`config.mk`:
```
export PLATFORM = sky130hd
export DESIGN_NAME = branch_unit_bht_flat
export DESIGN_NICKNAME = d
export VERILOG_FILES = /design/src/rtl/branch_unit_bht_if.sv /design/src/rtl/branch_unit_bht.sv /design/src/flat_wrapper.sv
export SDC_FILE = /design/constraint.sdc
export NUM_CORES = 1
export LEC_CHECK = 0
export ABC_AREA = 1
export CORE_ASPECT_RATIO = 1.1
export CORE_UTILIZATION = 60
export CTS_CLUSTER_SIZE = 16
export DETAILED_ROUTE_END_ITERATION = 6
export DONT_BUFFER_PORTS = 1
export PLACE_DENSITY_LB_ADDON = 0.1
export SLEW_MARGIN = 20
export SYNTH_ARGS = -nofsm -noshare
export SYNTH_HDL_FRONTEND = slang
export SYNTH_SLANG_ARGS = --single-unit
```
`constraint.sdc`:
```
create_clock -name clk -period 3 [get_ports clk]
set_input_delay 0.6 -clock clk [delete_from_list [all_inputs] [get_ports clk]]
set_output_delay 0.6 -clock clk [all_outputs]
set_load 0.005 [all_outputs]
```
`src/rtl/branch_unit_bht_if.sv`:
```
`default_nettype none
// ============================================================================
//  Module      : branch_unit_bht_if
//  Description : Bundle of fetch-prediction, execute-resolve and redirect /
//                statistics signals between the core pipeline (master) and
//                the branch unit (slave).
//  Revision    : 1.0  initial release
// ============================================================================
interface branch_unit_bht_if #(
    parameter int XLEN   = 32,
    parameter int STAT_W = 16
);
    // Fetch-side prediction lookup
    logic [XLEN-1:0]   if_pc;
    logic              if_pred_taken;

    // Execute-side resolve request
    logic              ex_valid;
    logic              ex_branch;
    logic              ex_jal;
    logic              ex_jalr;
    logic [2:0]        ex_funct3;
    logic [XLEN-1:0]   ex_pc;
    logic [XLEN-1:0]   ex_rs1;
    logic [XLEN-1:0]   ex_rs2;
    logic [XLEN-1:0]   ex_imm;
    logic              ex_pred_taken;

    // Redirect and performance counters
    logic              flush;
    logic [XLEN-1:0]   redirect_pc;
    logic [STAT_W-1:0] stat_branches;
    logic [STAT_W-1:0] stat_mispred;

    modport master (
        output if_pc,
        output ex_valid, ex_branch, ex_jal, ex_jalr, ex_funct3,
        output ex_pc, ex_rs1, ex_rs2, ex_imm, ex_pred_taken,
        input  if_pred_taken,
        input  flush, redirect_pc, stat_branches, stat_mispred
    );

    modport slave (
        input  if_pc,
        input  ex_valid, ex_branch, ex_jal, ex_jalr, ex_funct3,
        input  ex_pc, ex_rs1, ex_rs2, ex_imm, ex_pred_taken,
        output if_pred_taken,
        output flush, redirect_pc, stat_branches, stat_mispred
    );
endinterface
`default_nettype wire

```
`src/rtl/branch_unit_bht.sv`:
```
`default_nettype none
// ============================================================================
//  Module      : branch_unit_bht
//  Description : RV32I branch resolution and direction prediction. Resolves
//                conditional branches and jal/jalr in EX, registers a single
//                cycle flush/redirect on mispredict or jump, and keeps a table
//                of saturating counters that drives the fetch-stage prediction.
//  Revision    : 1.0  initial release
// ============================================================================
module branch_unit_bht #(
    parameter int XLEN     = 32,
    parameter int BHT_IDX  = 6,
    parameter int CNT_BITS = 2,
    parameter int STAT_W   = 16
) (
    input  wire logic           clk,
    input  wire logic           rst,
    branch_unit_bht_if.slave    bht_if
);

    localparam int                 ENTRIES  = 1 << BHT_IDX;
    localparam logic [CNT_BITS-1:0] CNT_INIT = {1'b0, {(CNT_BITS-1){1'b1}}};
    localparam logic [CNT_BITS-1:0] CNT_MAX  = {CNT_BITS{1'b1}};
    localparam logic [CNT_BITS-1:0] CNT_ONE  = {{(CNT_BITS-1){1'b0}}, 1'b1};
    localparam logic [STAT_W-1:0]   STAT_MAX = {STAT_W{1'b1}};
    localparam logic [STAT_W-1:0]   STAT_ONE = {{(STAT_W-1){1'b0}}, 1'b1};

    localparam logic [2:0] F3_BEQ  = 3'b000;
    localparam logic [2:0] F3_BNE  = 3'b001;
    localparam logic [2:0] F3_BLT  = 3'b100;
    localparam logic [2:0] F3_BGE  = 3'b101;
    localparam logic [2:0] F3_BLTU = 3'b110;
    localparam logic [2:0] F3_BGEU = 3'b111;

    // ------------------------------------------------------------------
    // State
    // ------------------------------------------------------------------
    logic [CNT_BITS-1:0] cnt_q [ENTRIES];
    logic [CNT_BITS-1:0] cnt_upd_d;
    logic                flush_q,        flush_d;
    logic [XLEN-1:0]     redirect_pc_q,  redirect_pc_d;
    logic [STAT_W-1:0]   stat_br_q,      stat_br_d;
    logic [STAT_W-1:0]   stat_mp_q,      stat_mp_d;

    // ------------------------------------------------------------------
    // Combinational signals
    // ------------------------------------------------------------------
    logic [BHT_IDX-1:0]  w_if_idx;
    logic [BHT_IDX-1:0]  w_ex_idx;
    logic [CNT_BITS-1:0] w_cnt_cur;
    logic                w_eq;
    logic                w_lt;
    logic                w_ltu;
    logic                w_cond_ok;
    logic                w_cond_taken;
    logic                w_is_jump;
    logic                w_is_cond;
    logic                w_mispred;
    logic [XLEN-1:0]     w_pc_plus_imm;
    logic [XLEN-1:0]     w_pc_plus_4;
    logic [XLEN-1:0]     w_jalr_sum;
    logic [XLEN-1:0]     w_jump_tgt;
    logic [XLEN-1:0]     w_next_pc;
    logic                w_unused;

    // Only the word-index bits of the fetch PC select a counter.
    assign w_if_idx = bht_if.if_pc[BHT_IDX+1:2];
    assign w_ex_idx = bht_if.ex_pc[BHT_IDX+1:2];
    assign w_unused = ^{bht_if.if_pc[1:0], bht_if.if_pc[XLEN-1:BHT_IDX+2]};

    // Prediction reads the stored counter directly; an update landing on the
    // same index this cycle becomes visible only after the clock edge.
    assign bht_if.if_pred_taken = cnt_q[w_if_idx][CNT_BITS-1];

    assign w_eq  = (bht_if.ex_rs1 == bht_if.ex_rs2);
    assign w_lt  = ($signed(bht_if.ex_rs1) < $signed(bht_if.ex_rs2));
    assign w_ltu = (bht_if.ex_rs1 < bht_if.ex_rs2);

    // Decode the branch condition; reserved encodings never take and never train.
    always_comb begin
        w_cond_ok    = 1'b1;
        w_cond_taken = 1'b0;
        case (bht_if.ex_funct3)
            F3_BEQ:  w_cond_taken = w_eq;
            F3_BNE:  w_cond_taken = ~w_eq;
            F3_BLT:  w_cond_taken = w_lt;
            F3_BGE:  w_cond_taken = ~w_lt;
            F3_BLTU: w_cond_taken = w_ltu;
            F3_BGEU: w_cond_taken = ~w_ltu;
            default: w_cond_ok    = 1'b0;
        endcase
    end

    // Jumps win over a simultaneously flagged conditional branch.
    assign w_is_jump = bht_if.ex_jal | bht_if.ex_jalr;
    assign w_is_cond = bht_if.ex_valid & bht_if.ex_branch & ~w_is_jump & w_cond_ok;
    assign w_mispred = w_is_cond & (w_cond_taken != bht_if.ex_pred_taken);

    assign w_pc_plus_imm = bht_if.ex_pc + bht_if.ex_imm;
    assign w_pc_plus_4   = bht_if.ex_pc + XLEN'(4);
    assign w_jalr_sum    = bht_if.ex_rs1 + bht_if.ex_imm;
    assign w_jump_tgt    = bht_if.ex_jalr ? {w_jalr_sum[XLEN-1:1], 1'b0} : w_pc_plus_imm;

    // Resolve the true next PC and decide whether fetch must be redirected.
    // With no target buffer every valid jump redirects.
    always_comb begin
        if (w_is_jump) begin
            w_next_pc = w_jump_tgt;
        end else if (w_cond_taken) begin
            w_next_pc = w_pc_plus_imm;
        end else begin
            w_next_pc = w_pc_plus_4;
        end
        flush_d       = (bht_if.ex_valid & w_is_jump) | w_mispred;
        redirect_pc_d = flush_d ? w_next_pc : '0;
    end

    // Saturating train value for the counter of the resolving branch.
    always_comb begin
        w_cnt_cur = cnt_q[w_ex_idx];
        cnt_upd_d = w_cnt_cur;
        if (w_cond_taken) begin
            if (w_cnt_cur != CNT_MAX) begin
                cnt_upd_d = w_cnt_cur + CNT_ONE;
            end
        end else begin
            if (w_cnt_cur != '0) begin
                cnt_upd_d = w_cnt_cur - CNT_ONE;
            end
        end
    end

    // Performance counters stick at their maximum instead of wrapping.
    always_comb begin
        stat_br_d = stat_br_q;
        stat_mp_d = stat_mp_q;
        if (w_is_cond && (stat_br_q != STAT_MAX)) begin
            stat_br_d = stat_br_q + STAT_ONE;
        end
        if (w_mispred && (stat_mp_q != STAT_MAX)) begin
            stat_mp_d = stat_mp_q + STAT_ONE;
        end
    end

    // Counter table: reset to weakly not-taken, trained by valid conditional branches.
    always_ff @(posedge clk) begin
        if (rst) begin
            for (int i = 0; i < ENTRIES; i++) begin
                cnt_q[i] <= CNT_INIT;
            end
        end else if (w_is_cond) begin
            cnt_q[w_ex_idx] <= cnt_upd_d;
        end
    end

    // Redirect and statistics registers; reset also discards a pending flush.
    always_ff @(posedge clk) begin
        if (rst) begin
            flush_q       <= 1'b0;
            redirect_pc_q <= '0;
            stat_br_q     <= '0;
            stat_mp_q     <= '0;
        end else begin
            flush_q       <= flush_d;
            redirect_pc_q <= redirect_pc_d;
            stat_br_q     <= stat_br_d;
            stat_mp_q     <= stat_mp_d;
        end
    end

    assign bht_if.flush         = flush_q;
    assign bht_if.redirect_pc   = redirect_pc_q;
    assign bht_if.stat_branches = stat_br_q;
    assign bht_if.stat_mispred  = stat_mp_q;

endmodule
`default_nettype wire
```
`src/flat_wrapper.sv`:
```
// flat-port wrapper written by rule: the top's interface ports become plain ports
module branch_unit_bht_flat 
#(
    parameter int XLEN     = 32,
    parameter int BHT_IDX  = 6,
    parameter int CNT_BITS = 2,
    parameter int STAT_W   = 16
)
  (clk, rst, bht_if_if_pc, bht_if_ex_valid, bht_if_ex_branch, bht_if_ex_jal, bht_if_ex_jalr, bht_if_ex_funct3, bht_if_ex_pc, bht_if_ex_rs1, bht_if_ex_rs2, bht_if_ex_imm, bht_if_ex_pred_taken, bht_if_if_pred_taken, bht_if_flush, bht_if_redirect_pc, bht_if_stat_branches, bht_if_stat_mispred);
  branch_unit_bht_if #(.XLEN(XLEN), .STAT_W(STAT_W)) bht_if_i ();
  input  wire logic clk;
  input  wire logic rst;
  input wire logic [$bits(bht_if_i.if_pc)-1:0] bht_if_if_pc;
  input wire logic [$bits(bht_if_i.ex_valid)-1:0] bht_if_ex_valid;
  input wire logic [$bits(bht_if_i.ex_branch)-1:0] bht_if_ex_branch;
  input wire logic [$bits(bht_if_i.ex_jal)-1:0] bht_if_ex_jal;
  input wire logic [$bits(bht_if_i.ex_jalr)-1:0] bht_if_ex_jalr;
  input wire logic [$bits(bht_if_i.ex_funct3)-1:0] bht_if_ex_funct3;
  input wire logic [$bits(bht_if_i.ex_pc)-1:0] bht_if_ex_pc;
  input wire logic [$bits(bht_if_i.ex_rs1)-1:0] bht_if_ex_rs1;
  input wire logic [$bits(bht_if_i.ex_rs2)-1:0] bht_if_ex_rs2;
  input wire logic [$bits(bht_if_i.ex_imm)-1:0] bht_if_ex_imm;
  input wire logic [$bits(bht_if_i.ex_pred_taken)-1:0] bht_if_ex_pred_taken;
  output wire logic [$bits(bht_if_i.if_pred_taken)-1:0] bht_if_if_pred_taken;
  output wire logic [$bits(bht_if_i.flush)-1:0] bht_if_flush;
  output wire logic [$bits(bht_if_i.redirect_pc)-1:0] bht_if_redirect_pc;
  output wire logic [$bits(bht_if_i.stat_branches)-1:0] bht_if_stat_branches;
  output wire logic [$bits(bht_if_i.stat_mispred)-1:0] bht_if_stat_mispred;
  assign bht_if_i.if_pc = bht_if_if_pc;
  assign bht_if_i.ex_valid = bht_if_ex_valid;
  assign bht_if_i.ex_branch = bht_if_ex_branch;
  assign bht_if_i.ex_jal = bht_if_ex_jal;
  assign bht_if_i.ex_jalr = bht_if_ex_jalr;
  assign bht_if_i.ex_funct3 = bht_if_ex_funct3;
  assign bht_if_i.ex_pc = bht_if_ex_pc;
  assign bht_if_i.ex_rs1 = bht_if_ex_rs1;
  assign bht_if_i.ex_rs2 = bht_if_ex_rs2;
  assign bht_if_i.ex_imm = bht_if_ex_imm;
  assign bht_if_i.ex_pred_taken = bht_if_ex_pred_taken;
  assign bht_if_if_pred_taken = bht_if_i.if_pred_taken;
  assign bht_if_flush = bht_if_i.flush;
  assign bht_if_redirect_pc = bht_if_i.redirect_pc;
  assign bht_if_stat_branches = bht_if_i.stat_branches;
  assign bht_if_stat_mispred = bht_if_i.stat_mispred;
  branch_unit_bht #(.XLEN(XLEN), .BHT_IDX(BHT_IDX), .CNT_BITS(CNT_BITS), .STAT_W(STAT_W)) u_core (.clk(clk), .rst(rst), .bht_if(bht_if_i));
endmodule
```
==> results of run 1 <==
[power by group]
part | switching (mW) | internal (mW) | leakage (nW)
Sequential | 0.0400 | 2.88 | 1.63
Clock | 1.16 | 1.19 | 0.283
Combinational | 1.28 | 0.735 | 5.20
Total | 2.48 | 4.81 | 7.12
[stage by stage]
step,setup slack [ns],util,cell area (sq um)
floorplan,0.217,-,15600
global placement,-0.132,0.659,16800
detailed placement,-0.144,0.659,16800
CTS,0.278,0.682,17300
global route,0.120,0.682,17300
finish,0.242,0.682,17300
[critical path: cells and delay by family]
kind / cells / cell delay (ns)
simple gates: 1 / 0.11
buf+inv: 2 / 0.52
compound gates: 5 / 0.91
[sequential cells by signal, summed over array words and instances (netlist names)]
name / flops
u_core.bht_if.flush: 1
u_core.bht_if.redirect_pc: 32
u_core.bht_if.stat_branches: 16
u_core.bht_if.stat_mispred: 16
u_core.cnt_q: 128
[synthesized netlist by cell type (33+ instances only)]
cell type / n
nor2_1: 247
a21oi_1: 232
xor2_1: 33
inv_1: 319
o21ai_0: 130
edfxtp_1: 128
clkbuf_1: 35
nand3_1: 154
nand4_1: 49
nor3_1: 35
dfxtp_1: 65
nand2_1: 490
ha_1: 96
[cell families after synthesis]
family                   Yosys count  share of synthesized area
AO/OA/AOI/OAI                    493                      0.181
XOR/XNOR                          60                     0.0336
adder cells (fa/ha/maj)           98                     0.0794
buffers and inverters            408                      0.103
flip-flops                       193                      0.329
AND/OR/NAND/NOR                 1009                      0.275
[routing by layer]
| metal | routed length, microns | vias to the layer above |
|---|---|---|
| met5 | 0 | - |
| met4 | 4680 | 0 |
| met3 | 5020 | 260 |
| met2 | 25700 | 902 |
| met1 | 18800 | 7494 |
| li1 | - | 7718 |
[final cells by class]
| class | instances | share of cell area |
|---|---|---|
| Sequential cell | 193 | 0.297 |
| Timing Repair Buffer | 101 | 0.0589 |
| Clock inverter | 15 | 0.00938 |
| Multi-Input combinational cell | 1660 | 0.514 |
| Inverter | 332 | 0.0719 |
| Clock buffer | 17 | 0.0245 |
| Tap cell | 346 | 0.0250 |
[worst max path at each step]
stage | startpoint | end | slack [ns] | cells past startpoint
after global placement | bht_if_ex_rs2[27] | u_core.bht_if.redirect_pc[31] | -0.13 | 20
after global routing | bht_if_ex_imm[1] | u_core.bht_if.redirect_pc[22] | 0.12 | 14
after floorplan | bht_if_ex_rs2[31] | u_core.cnt_q[0][0] | 0.22 | 15
after detailed placement | bht_if_ex_rs2[27] | u_core.bht_if.redirect_pc[31] | -0.14 | 20
after CTS | bht_if_if_pc[2] | bht_if_if_pred_taken | 0.28 | 8
final | bht_if_if_pc[2] | bht_if_if_pred_taken | 0.24 | 8
==> results.ini, run 1 <==
[setup_path]
cpMaxStageDelayCell = o21ai_0
cp-start-kind = input pin
timing.rr.start = u_core.cnt_q[53][1]
required_ns = 2.40
cp_max_fo = 41
reg2regPathDepth = 13
endpoint_kind = output port
worstSetupPathType = input pin to output port
crit_chain = inv_1 -> buf_4 -> o21ai_0 -> a21oi_1 -> o311ai_0 -> o311ai_0 -> nand2_1 -> o21ai_0
cp_data_arrival_time_ns = 2.16
r2r_slack_ns = 0.47
r2r_end = u_core.cnt_q[35][0]
max_stage_delay_ns = 0.38

[synthesis]
synth-seq-cells = 193
syn_nets = 2529
synth_top_area_share = 0.246
yosysSeqAreaShare = 0.329
synth_flop_cell = edfxtp_1
yosysTopAreaCell = edfxtp_1
synth-edff-count = 128
synth_warnings = 0
synth_cells = 2261
avgSynthCellArea_sq_um = 6.92
yosys-top-cells-area = edfxtp_1 25%, nand2_1 12%, dfxtp_1 8.3%, ha_1 7.7%, inv_1 7.7%
netlist_area_sq_um = 15600
async_reset_ff_frac = 0
synth_cell_type_count = 54

[global_routing]
grt_pass1_vias = 15900
grt_use_met3 = 0.0773
busiest_layer = met2
track_usage = 0.409
grt_max_degree = 64
gr-usage-met1 = 0.441
antenna_found_initial = 0
grt_overflow = 0
grtUsageMet2 = 0.696
grt_pass1_wl_microns = 82800

[clock_network]
clk_latency_ns = 0.45
path_clk_slew_ns = 0.08
ctsResizeCount = 0
cts_hold_buf = 0
cts-root-buf = clkbuf_16
cts_setup_buffers = 0
cts_made_buffers = 17
ctsHtreeMaxLevel = 4
clockBufferDepth = 2
cts_tree = yes
cts.sinks = 193

[cells_and_area]
fillers = 2300
final_cells = 2664
layout_commonest_cell = nand2_1
diodes = 0
drive_above_1_share = 0.0733
mostFrequentLayoutCells = 488 x nand2_1, 319 x inv_1, 247 x nor2_1, 232 x a21oi_1, 153 x nand3_1
area_growth_pct = 10.9
regArea_sq_um = 5140
nNetsFinal = 2573
multi_input_area_sq_um = 8910

[timing]
max_freq_ghz = 0.363
setup_viol = 0
rsz0062_at_grt = no
final.min_clock_period_ns = 2.76
hold_viol_final = 0
tightestPinTransition_ns = 0.896
fin_crit_sh = 0.919
final_max_slew_viol_count = 0
hold_ws_ns = 0.215
worst_clock_skew_ns = 0.0101
slew_headroom = 0.401
fin_tns_setup_ns = 0

[power]
power.total_mw = 7.28
power_leakage_nw = 7.12
powerDensity_nw_per_um2 = 420
vdd_ir_drop_max_v = 0.000478

[drt]
detail-route-antenna-nets = 0
vias = 16400
wl_per_cell_microns = 20.3
drc = 0
dr.pass1.iters = 6
routed_wl_microns = 54200
viasPerCell = 6.15
drtIter0Drc = 1913

[die]
start_util = 0.615
die_w_microns = 156
fp.dieH_microns = 171
fp.dieArea_sq_um = 26700
coreArea_sq_um = 25400
ios = 236
rows = 61

[place]
numPlacedInstances = 2632
io_buffers = 0
hpwl_microns = 41700
gp_congestion = 1.00

[worst_hold_path]
worstHoldStart = rst
holdPathEnd = u_core.bht_if.stat_branches[15]
hold_path_depth = 1
hold_class = input pin to register

[run]
max_cap_viol_count = 0

[status]
status = completed

Note: power is estimated with default switching activity, not from simulation.
==> run 2, diff against run 1 <==
--- a/config.mk
+++ b/config.mk
@@ -6,12 +6,14 @@
 export NUM_CORES = 1
 export LEC_CHECK = 0
 export ABC_AREA = 1
+export CAP_MARGIN = 20
 export CORE_ASPECT_RATIO = 1.1
 export CORE_UTILIZATION = 60
 export CTS_CLUSTER_SIZE = 16
 export DETAILED_ROUTE_END_ITERATION = 6
 export DONT_BUFFER_PORTS = 1
 export PLACE_DENSITY_LB_ADDON = 0.1
+export SETUP_SLACK_MARGIN = 0.2
 export SLEW_MARGIN = 20
 export SYNTH_ARGS = -nofsm -noshare
 export SYNTH_HDL_FRONTEND = slang
==> constraint.sdc (replaced) <==
create_clock -name clk -period 3.4 [get_ports clk]
set_input_delay 0.68 -clock clk [delete_from_list [all_inputs] [get_ports clk]]
set_output_delay 0.68 -clock clk [all_outputs]
set_load 0.005 [all_outputs]
==> run 2 against run 1 <==
Against the previous run:
- the run now ends with DRC left
- total power shrank 13%
- count of clock-buffer cells in the layout is the same
- combinational power shrank 17%
- via count shrank 1.5%
==> results.ini, run 2 (synthesized netlist as in run 1, its figures left out) <==
[clock_network]
cts_tree = yes
cts_setup_buffers = 0
ctsResizeCount = 0
clockBufferDepth = 2
ctsHtreeMaxLevel = 4
path_clk_slew_ns = 0.07
cts_made_buffers = 17
cts-root-buf = clkbuf_16
cts_hold_buf = 0
cts.sinks = 193
clk_latency_ns = 0.45

[cells_and_area]
multi_input_area_sq_um = 8910
regMostFlops = u_core.cnt_q
layout_commonest_cell = nand2_1
area_growth_pct = 7.45
largest_reg_flops = 128
diodes = 0
regArea_sq_um = 5140
mostFrequentLayoutCells = 488 x nand2_1, 319 x inv_1, 247 x nor2_1, 232 x a21oi_1, 153 x nand3_1
drive_above_1_share = 0.0512
fillers = 2331
utilization = 0.661
nNetsFinal = 2519

[die]
rows = 61
fp.dieArea_sq_um = 26700
die_w_microns = 156
ios = 236
fp.dieH_microns = 171
coreArea_sq_um = 25400
start_util = 0.615

[setup_path]
reg2regPathDepth = 13
max_stage_delay_ns = 0.34
r2r_end = u_core.cnt_q[56][0]
cp_max_fo = 41
timing.rr.start = u_core.cnt_q[53][1]
crit_chain = inv_1 -> buf_4 -> nor2_1 -> o21ai_0 -> nor2_1 -> o221ai_1 -> o211ai_1 -> o21ai_0
crit_path_end = bht_if_if_pred_taken
r2r_slack_ns = 0.92
cp_data_arrival_time_ns = 2.34
worstSetupPathType = input pin to output port
crit_start = bht_if_if_pc[2]
cpMaxStageDelayCell = inv_1
cp-start-kind = input pin
path_delay_family = compound AO/OA/AOI/OAI gates
cp_num_cells = 8
cp_num_buf_inv = 2
required_ns = 2.72
endpoint_kind = output port

[power]
power.net_switching_mw = 2.15
netSwitchingFraction = 0.341
comb_power_share = 0.264
powerDensity_nw_per_um2 = 375
seqPwrFrac = 0.409
vdd_ir_drop_max_v = 0.000385
power.share.clock = 0.327
internal_power_mw = 4.15
power_leakage_nw = 6.81

[status]
status = complete, but fails checks
failed_checks = DRC

[place]
io_buffers = 0
hpwl_microns = 40300
gp_congestion = 0.994

[timing]
hold_viol_final = 0
setup_viol = 0
rsz0062_at_grt = no
fin_tns_setup_ns = 0
tightestPinTransition_ns = 0.993
max_freq_ghz = 0.331
slew_headroom = 0.336
worst_clock_skew_ns = 0.00957
fin_crit_sh = 0.887
final_max_slew_viol_count = 0
final.min_clock_period_ns = 3.02

[worst_hold_path]
worstHoldStart = rst
hold_path_depth = 1
hold_class = input pin to register

[drt]
detail-route-antenna-nets = 0
wl_per_cell_microns = 20.4
dr.pass1.iters = 7
viasPerCell = 6.18
routed_wl_microns = 53200
drc = 5
vias = 16100
drtIter0Drc = 1685

[global_routing]
grt_max_degree = 65
antenna_found_initial = 0
grt_pass1_vias = 15400
track_usage = 0.399
grt_overflow = 0
grt_pass1_wl_microns = 80400

[run]
max_cap_viol_count = 0

-- run 2: changes by cell type in the layout (fill, tap and decap cells not counted) --
cell and change:
clkinv_4 +2, clkinv_8 +1, clkinvlp_4 +1, clkinvlp_2 -1, buf_12 -11, buf_4 -43, inv_8 -1, inv_6 -2
-- run 2: layout make-up --
type                    instances  area share
multi-input cells            1660       0.530
clock inverters                15      0.0101
clock buffers                  17      0.0253
well taps                     346      0.0258
repair buffers                 47      0.0284
inverters                     332      0.0742
flip-flops and latches        193       0.306
-- run 2: power by group through the flow --
stage	clock network [mW]	registers (mW)	logic [mW]
final	2.06	2.58	1.67
after global routing	2.14	2.58	1.82
after CTS	2.06	2.58	1.62
after detailed placement	0	2.63	1.61
after global placement	0	2.63	1.59
after floorplan	0	2.62	1.15
-- run 2: layer usage --
layer  routed length (microns)  up-vias  GRT usage
met5                         0        -          0
met4                      4230        0      0.300
met3                      5100      244     0.0761
met2                     25300      914      0.695
met1                     18600     7377      0.431
li1                          -     7598          -
-- run 2: how the worst min path moves through the flow --
stage	end	slack, ns
5_1_grt	u_core.bht_if.stat_branches[12]	0.28
6_report	u_core.bht_if.stat_branches[12]	0.30
2_1_floorplan	u_core.bht_if.stat_branches[0]	0.47
3_5_place_dp	u_core.bht_if.stat_branches[15]	0.52
3_3_place_gp	u_core.bht_if.stat_branches[15]	0.50
4_1_cts	u_core.bht_if.stat_branches[12]	0.28
-- run 2: through the flow --
stage                     setup WS, ns  cells  instance area [sq um]  total power [mW]  hold WS (ns)
after floorplan                  0.537   2261                  15600              3.76         0.474
after global placement           0.140   2578                  16200              4.22         0.499
after detailed placement         0.129   2578                  16200              4.25         0.516
after CTS                        0.446   2610                  16800              6.26         0.278
after global routing             0.212   2610                  16800              6.54         0.279
final                            0.383   2610                  16800              6.30         0.299
==> run 3, diff against run 2 <==
==> constraint.sdc (replaced) <==
create_clock -name clk -period 3.7 [get_ports clk]
set_input_delay 0.74 -clock clk [delete_from_list [all_inputs] [get_ports clk]]
set_output_delay 0.74 -clock clk [all_outputs]
set_load 0.005 [all_outputs]
==> run 3 against run 2 <==
Against the previous run:
- the run still ends with DRC left
- core utilization is 0.46 points lower
- final cell count is 0.46% lower
- routed wire length is 1.4% lower
- total power is 9.3% lower
- clock skew is 0.00085 ns lower
- clock power is 11% lower
- highest routed layer unchanged
- combinational power is 10% lower
- sequential share of layout area is 0.21 points higher
- register-to-register slack better by 0.22 ns
- global-route usage is 0.34 points lower
- largest power group unchanged
==> results.ini, run 3 (synthesized netlist as in run 1, its figures left out) <==
[die]
ios = 236
rows = 61
fp.dieH_microns = 171
start_util = 0.615
fp.dieArea_sq_um = 26700
coreArea_sq_um = 25400
die_w_microns = 156

[setup_path]
r2r_slack_ns = 1.14
cp_max_fo = 13
max_stage_delay_ns = 0.36
cp_num_buf_inv = 1
timing.rr.start = u_core.cnt_q[53][1]
path_delay_family = compound AO/OA/AOI/OAI gates
worstSetupPathType = input pin to output port
endpoint_kind = output port
reg2regPathDepth = 13
cp_data_arrival_time_ns = 2.43
cp-start-kind = input pin
r2r_end = u_core.cnt_q[1][0]
cpMaxStageDelayCell = inv_1
crit_chain = inv_1 -> o21ai_0 -> o221ai_1 -> o311ai_0 -> o311ai_0 -> nand2_1 -> o21ai_0
required_ns = 2.96

[cells_and_area]
mostFrequentLayoutCells = 488 x nand2_1, 319 x inv_1, 247 x nor2_1, 232 x a21oi_1, 153 x nand3_1
layout_commonest_cell = nand2_1
regArea_sq_um = 5140
diodes = 0
fillers = 2338
largest_reg_flops = 128
regMostFlops = u_core.cnt_q
area_growth_pct = 6.70
nNetsFinal = 2507
drive_above_1_share = 0.0453
multi_input_area_sq_um = 8910

[global_routing]
grtUsageMet2 = 0.683
grt_use_met3 = 0.0708
busiest_layer = met2
grt_max_degree = 79
grt_pass1_vias = 15500
grt_overflow = 0
gr-usage-met1 = 0.431
track_usage = 0.396
grt_pass1_wl_microns = 80400
antenna_found_initial = 0

[clock_network]
cts_tree = yes
cts_setup_buffers = 0
clockBufferDepth = 2
cts_hold_buf = 0
ctsHtreeMaxLevel = 4
cts_made_buffers = 17
cts.sinks = 193
ctsResizeCount = 0
cts-root-buf = clkbuf_16
path_clk_slew_ns = 0.08
clk_latency_ns = 0.45

[place]
io_buffers = 0
gp_congestion = 0.974
hpwl_microns = 40100

[drt]
drtIter0Drc = 1800
viasPerCell = 6.16
dr.pass1.iters = 7
drc = 1
wl_per_cell_microns = 20.2
detail-route-antenna-nets = 0
routed_wl_microns = 52400
vias = 16000

[timing]
rsz0062_at_grt = no
slew_headroom = 0.377
fin_crit_sh = 0.856
hold_viol_final = 0
tightestPinTransition_ns = 0.932
final_max_slew_viol_count = 0
max_freq_ghz = 0.316
setup_viol = 0
worst_clock_skew_ns = 0.00872
final.min_clock_period_ns = 3.17
fin_tns_setup_ns = 0

[status]
failed_checks = DRC
status = complete, but fails checks

[worst_hold_path]
hold_path_depth = 1
worstHoldStart = rst
hold_class = input pin to register
holdPathEnd = u_core.bht_if.stat_branches[12]

[power]
powerDensity_nw_per_um2 = 343
vdd_ir_drop_max_v = 0.000423
power.total_mw = 5.72
power_leakage_nw = 6.75

[run]
max_cap_viol_count = 0

run 3: cell type report:
type | instances | share of cell area
multi-input cells | 1660 | 0.534
flip-flops and latches | 193 | 0.308
inverters | 332 | 0.0747
clock buffers | 19 | 0.0259
well taps | 346 | 0.0259
repair buffers | 35 | 0.0232
clock inverters | 13 | 0.00817
run 3: per-stage QoR:
stage	setup slack, ns	instances	hold slack (ns)	util	cell area, sq um
after global routing	0.401	2598	0.337	0.657	16700
after floorplan	0.777	2261	0.474	-	15600
after detailed placement	0.248	2566	0.500	0.634	16100
after CTS	0.621	2598	0.344	0.657	16700
final	0.534	2598	0.348	0.657	16700
after global placement	0.298	2566	0.499	0.634	16100
run 3: power by group:
group / internal (mW) / leakage (nW) / switching (mW) / total (mW)
Combinational: 0.496 / 4.84 / 1.01 / 1.50
Clock: 0.900 / 0.279 / 0.942 / 1.84
Sequential: 2.34 / 1.63 / 0.0321 / 2.37
Total: 3.74 / 6.75 / 1.98 / 5.72
run 3: worst register-to-register path, stage by stage, from the launching register on:
cell and delay [ns]:
edfxtp_1 0.37, inv_1 0.09, nor2_1 0.05, a21oi_1 0.12, o221ai_1 0.12, o21ai_0 0.22, nand2_1 0.09, inv_1 0.08
nand2_1 0.06, nor3_2 0.21, inv_2 0.10, o21ai_4 0.43, buf_12 0.23, nand3_1 0.13
run 3: metal layers:
layer / routed length [microns] / up-vias
met5: 0 / -
met4: 4390 / 0
met3: 4380 / 263
met2: 24900 / 882
met1: 18800 / 7288
li1: - / 7571
run 3: how the worst max path moves through the flow:
| stage | from | slack, ns | endpoint | depth (start not counted) |
|---|---|---|---|---|
| 2_1_floorplan | bht_if_ex_rs2[31] | 0.78 | u_core.cnt_q[0][0] | 15 |
| 3_3_place_gp | bht_if_ex_rs2[31] | 0.30 | u_core.bht_if.redirect_pc[9] | 17 |
| 3_5_place_dp | bht_if_ex_rs2[31] | 0.25 | u_core.bht_if.redirect_pc[9] | 17 |
| 4_1_cts | bht_if_if_pc[3] | 0.62 | bht_if_if_pred_taken | 7 |
| 5_1_grt | bht_if_ex_rs2[27] | 0.40 | u_core.bht_if.redirect_pc[31] | 19 |
| 6_report | bht_if_if_pc[3] | 0.53 | bht_if_if_pred_taken | 7 |
==> edit 1: new RTL, settings of run 2 <==
`XLEN` is set to 32 in 3 places; all go to 36.
--- a/src/rtl/branch_unit_bht_if.sv
+++ b/src/rtl/branch_unit_bht_if.sv
@@ -7,7 +7,7 @@
 //  Revision    : 1.0  initial release
 // ============================================================================
 interface branch_unit_bht_if #(
-    parameter int XLEN   = 32,
+    parameter int XLEN   = 36,
     parameter int STAT_W = 16
 );
     // Fetch-side prediction lookup
--- a/src/rtl/branch_unit_bht.sv
+++ b/src/rtl/branch_unit_bht.sv
@@ -8,7 +8,7 @@
 //  Revision    : 1.0  initial release
 // ============================================================================
 module branch_unit_bht #(
-    parameter int XLEN     = 32,
+    parameter int XLEN     = 36,
     parameter int BHT_IDX  = 6,
     parameter int CNT_BITS = 2,
     parameter int STAT_W   = 16
--- a/src/flat_wrapper.sv
+++ b/src/flat_wrapper.sv
@@ -1,7 +1,7 @@
 // flat-port wrapper written by rule: the top's interface ports become plain ports
 module branch_unit_bht_flat 
 #(
-    parameter int XLEN     = 32,
+    parameter int XLEN     = 36,
     parameter int BHT_IDX  = 6,
     parameter int CNT_BITS = 2,
     parameter int STAT_W   = 16
Ports: changed (6 resized); port bits go from 236 to 260. The function was not compared with the original's and may differ.
==> edit 1 against run 2 <==
First-iteration DRC count grew 8.1%; largest cell class unchanged; utilization shrank 0.21 points; wire length grew 15%; cell area grew 6.7%; largest power group unchanged; total power grew 5.1%; clock skew grew 0.0071 ns; maximum frequency grew 0.70%; setup slack gained 0.021 ns; combinational power grew 9%; area after synthesis grew 7.0%; die area grew 6.9%; sequential cell count grew 4.
==> edit 1: results (changes against run 2) <==
- Power Internal: 4.27 mW (+2.8%)
- Signal routing reaches up to met5.
* Routed via count divided by cell count: 6.18 (about the same)
- In this run the critical register-to-register path is launched from u_core.cnt_q[25][1].
- Largest clock skew in the final design: 0.0167 ns (+0.00714 ns)
- Worst path slowest cell: sky130_fd_sc_hd__ha_1
- The count of clock-net buffers in the final layout came to 18 (+1).
- Wire length of the first global-routing pass: 92.5 mm (+15%)
- The xor/xnor share of the synthesized area came to 4.13% (+0.77 points).
* Endpoint of the most critical setup path: u_core.cnt_q[31][1]
- The count of routing violations after the opening detailed-route iteration came to 1821 (+8.1%).
- Cell count after synthesis: 2478 (+9.6%)
- The number of inverters outside the clock class in the layout was 383 (+15%).
* Slew at the pin with the worst max-slew slack: 0.935 ns (-0.0581 ns)
* CP Data Arrival Time: 3.21 ns (+0.87 ns)
- Final HPWL DP: 47.8 mm (+18%)
- The register bit count reported by yosys came to 197 (+2.1%).
- Wire length reported by the detailed router: 61.1 mm (+15%)
- The number of cells on the worst reg-to-reg path was 11 (-2).
- Sequential-to-total area share from yosys stat: 31.2% (-1.7 points)
- The maximum cell stage delay along the critical path came to 0.32 ns (-0.02 ns).
* Synth cell count leaders: 506 x sky130_fd_sc_hd__nand2_1, 371 x sky130_fd_sc_hd__inv_1, 344 x sky130_fd_sc_hd__nor2_1
- Non-clock buffers, area share: 2.40% (-0.44 points)
- End point of the most critical hold path: u_core.bht_if.stat_mispred[4]
* Compound-gate portion of the synthesized area: 17.0% (-1.0 points)
- The slack of the worst reg-to-reg path is 0.84 ns (-0.08 ns).
* Final critical delay including setup and external delays: 3.00 ns (-0.0209 ns)
- The wire length on met3 came to 6.43 mm (+26%).
- The post-synthesis adder-cell area fraction came to 8.31% (+0.38 points).
- The initial antenna violation count is 2 (+2).
- The register area was 0.00523 mm^2 (+1.6%).
- The final weighted congestion in routability-driven placement was 1.11 (+11%).
- Worst setup slack before clock tree synthesis: -0.0316 ns (-0.160 ns)
- Detailed-routing wirelength on met1: 21.2 mm (+14%)
* Sw Share: 35.6% (+1.5 points)
- Total inserted antenna cells: 2 (+2)
- The critical path starts at bht_if_ex_rs2[35].
* Clock network area share: 3.37% (-0.17 points)
- The number of global-route vias before repair was 16900 (+10%).
- Clock insertion delay at the later pin of the skew report: 0.47 ns (+0.02 ns)
- Final Instance Count excl. Fillers: 2842 (+8.9%)
- The register share of the cell area is 29.1% (-1.5 points).
- Result of the run: completed
* Multi-input gates: 1827 (+10%)
- The reported clock group power came to 2.18 mW (+6%).
- The combinational group share of total power was 27.5% (+1.1 points).
* Crit path max fanout: 18 (-56%)
- The layout buffer count excluding clock buffers came to 44 (-6.4%).
- Layout cell share with drive strength beyond 1: 4.55% (-0.57 points)
- The area of combinational cells with multiple inputs was 0.00978 mm^2 (+9.7%).
[edit 1: cell types whose count changed in the layout (fill, tap and decap cells not counted), moves of 7 or more]
| cell | run 2 | this run |
|---|---|---|
| sky130_fd_sc_hd__a31oi_1 | 6 | 23 |
| sky130_fd_sc_hd__nand3_1 | 153 | 167 |
| sky130_fd_sc_hd__a21oi_1 | 232 | 200 |
| sky130_fd_sc_hd__o211ai_1 | 29 | 12 |
| sky130_fd_sc_hd__nor4_1 | 6 | 13 |
| sky130_fd_sc_hd__nand4_1 | 49 | 39 |
| sky130_fd_sc_hd__nor2_1 | 247 | 344 |
| sky130_fd_sc_hd__o21ai_0 | 130 | 141 |
| sky130_fd_sc_hd__ha_1 | 96 | 108 |
| sky130_fd_sc_hd__nand2_1 | 488 | 505 |
| sky130_fd_sc_hd__xor2_1 | 33 | 53 |
| sky130_fd_sc_hd__o21bai_1 | 5 | 18 |
| sky130_fd_sc_hd__inv_1 | 319 | 371 |
==> edit 2: new RTL, config.mk and constraints of run 2 <==
Made on the original files. Register the output `bht_if.if_pred_taken`; this adds one clock of latency there.
--- a/src/rtl/branch_unit_bht.sv
+++ b/src/rtl/branch_unit_bht.sv
@@ -70,7 +70,9 @@
 
     // Prediction reads the stored counter directly; an update landing on the
     // same index this cycle becomes visible only after the clock edge.
-    assign bht_if.if_pred_taken = cnt_q[w_if_idx][CNT_BITS-1];
+    always_ff @(posedge clk) begin
+        bht_if.if_pred_taken <= cnt_q[w_if_idx][CNT_BITS-1];
+    end
 
     assign w_eq  = (bht_if.ex_rs1 == bht_if.ex_rs2);
     assign w_lt  = ($signed(bht_if.ex_rs1) < $signed(bht_if.ex_rs2));
Function: changed (a bounded check fails within 4 cycles, from zero or initial values and one cycle with rst high).
==> edit 2 against run 2 <==
Via count is 2.0% lower; critical path depth up 7; total power fell by 1.3%; area after synthesis up 0.32%; sequential cell count increased by 1; sequential share of layout area increased by 0.13 points; largest power group unchanged; critical path type is now input port to register; setup slack better by 0.14 ns; wire length down 4.6%; cell area about the same.
==> edit 2: results (changes against run 2) <==
- Worst path slowest cell: sky130_fd_sc_hd__ha_1
- The post-synthesis adder-cell area fraction was 7.91% (-0.025 points).
* Number of buffers inserted during clock tree synthesis: 17 (unchanged)
- By count the netlist is led by 481 x sky130_fd_sc_hd__nand2_1, 318 x sky130_fd_sc_hd__inv_1, 252 x sky130_fd_sc_hd__nor2_1.
- The met1 usage is 43.6% (+0.47 points).
* Post-synthesis net count: 2535 (+0.24%)
- The wire length of the first global-routing pass was 77.6 mm (-3.5%).
- Cell family contributing the most delay on the critical path: simple AND/OR/NAND/NOR gates
- Layout cell share with drive strength beyond 1: 4.86% (-0.27 points)
- Maximum single-stage delay on the critical path: 0.36 ns (+0.02 ns)
- Crit path max fanout: 36 (-12%)
- Worst hold path depth: 1 (unchanged)
- Largest clock skew in the final design: 0.0114 ns (+0.00184 ns)
- The relative slew slack came to 51.0% (+17 points).
* Result of the run: completed
* Total inserted antenna cells: 0 (unchanged)
- Cell count after synthesis: 2267 (+0.27%)
* Routed wire length on met3: 4.84 mm (-5.2%)
- The length of routed met2 wiring is 24.1 mm (-4.8%).
* Total routing resource utilization after global routing: 37.8% (-2.1 points)
- The xor/xnor share of the synthesized area was 3.35% (-0.011 points).
- First-pass DRT Iterations: 6 (-1)
- Routed via count divided by cell count: 6.06 (-2.0%)
- The number of global-route vias before repair came to 15000 (-2.3%).
- The static leakage power is 6.86 nW (+0.66%).
- Layout filler cell count: 2318 (-0.56%)
- Global-route track usage on met2: 65.6% (-4.0 points)
- The switching power came to 2.09 mW (-2.8%).
- End point of the most critical hold path: u_core.bht_if.stat_branches[12]
- The number of flip-flops under the largest register name was 128 (unchanged).
- Final Wtd Congestion: 0.965 (-2.9%)
- Final HPWL DP: 38.8 mm (-3.8%)
- The part of the Yosys area used for sequential elements was 32.9% (about the same).
- In the post-synthesis netlist, the biggest area contributors are sky130_fd_sc_hd__edfxtp_1 24%, sky130_fd_sc_hd__nand2_1 12%, sky130_fd_sc_hd__dfxtp_1 8.4%, sky130_fd_sc_hd__ha_1 7.7%, sky130_fd_sc_hd__inv_1 7.6%.
- Endpoint of the lowest-slack register-to-register path: u_core.cnt_q[13][1]
- Total number of vias: 15800 (-2.0%)
- The count of routing violations after the opening detailed-route iteration is 1473 (-13%).
- The worst hold path begins at rst.
- The proportion of synthesized area in mux cells came to 0% (unchanged).
* Power share of the sequential group: 41.6% (+0.7 points)
- Compound-gate portion of the synthesized area: 18.4% (+0.35 points)
- The slack of the worst reg-to-reg path was 1.01 ns (+0.09 ns).
- The number of flops mapped to enable cells by yosys was 128 (unchanged).
- Max VDD drop: 0.000364 V (-5.6%)
* Worst reg2reg path startpoint: u_core.cnt_q[62][0]
- By startpoint and endpoint, the worst setup path is classified as input port to register.
- Met3 usage: 6.93% (-0.68 points)
* Wire length reported by the detailed router: 50.7 mm (-4.6%)
- The clock tree buffer depth came to 2 (unchanged).
- Comb pwr: 1.63 mW (-2%)
* Worst setup path startpoint: bht_if_ex_rs2[31]
- Detailed-routing wirelength on met1: 18.8 mm (+1.1%)
==> edit 2: per-stage QoR <==
| stage | hold slack, ns | instance area (um^2) | total power [mW] | setup WS (ns) |
|---|---|---|---|---|
| 6_report | 0.309 | 16800 | 6.22 | 0.519 |
| 5_1_grt | 0.290 | 16800 | 6.47 | 0.291 |
| 4_1_cts | 0.299 | 16800 | 6.17 | 0.487 |
| 3_5_place_dp | 0.532 | 16200 | 4.23 | 0.0365 |
| 3_3_place_gp | 0.508 | 16200 | 4.21 | 0.130 |
| 2_1_floorplan | 0.474 | 15700 | 3.78 | 0.519 |
==> edit 2: cell type report <==
type                       instances  area share [%]
tap                              346            2.58
multi-input combinational       1666            53.3
clock buffer                      20            2.79
sequential                       194            30.7
clock inverter                    12           0.559
timing repair buffer              42            2.70
inverter                         330            7.37
==> edit 2: timing repair <==
item | 4_1_cts | 5_1_grt
hold buffers | 0 | 0
gates resized for setup | 0 | 2
endpoints found under the setup margin | 0 | 9
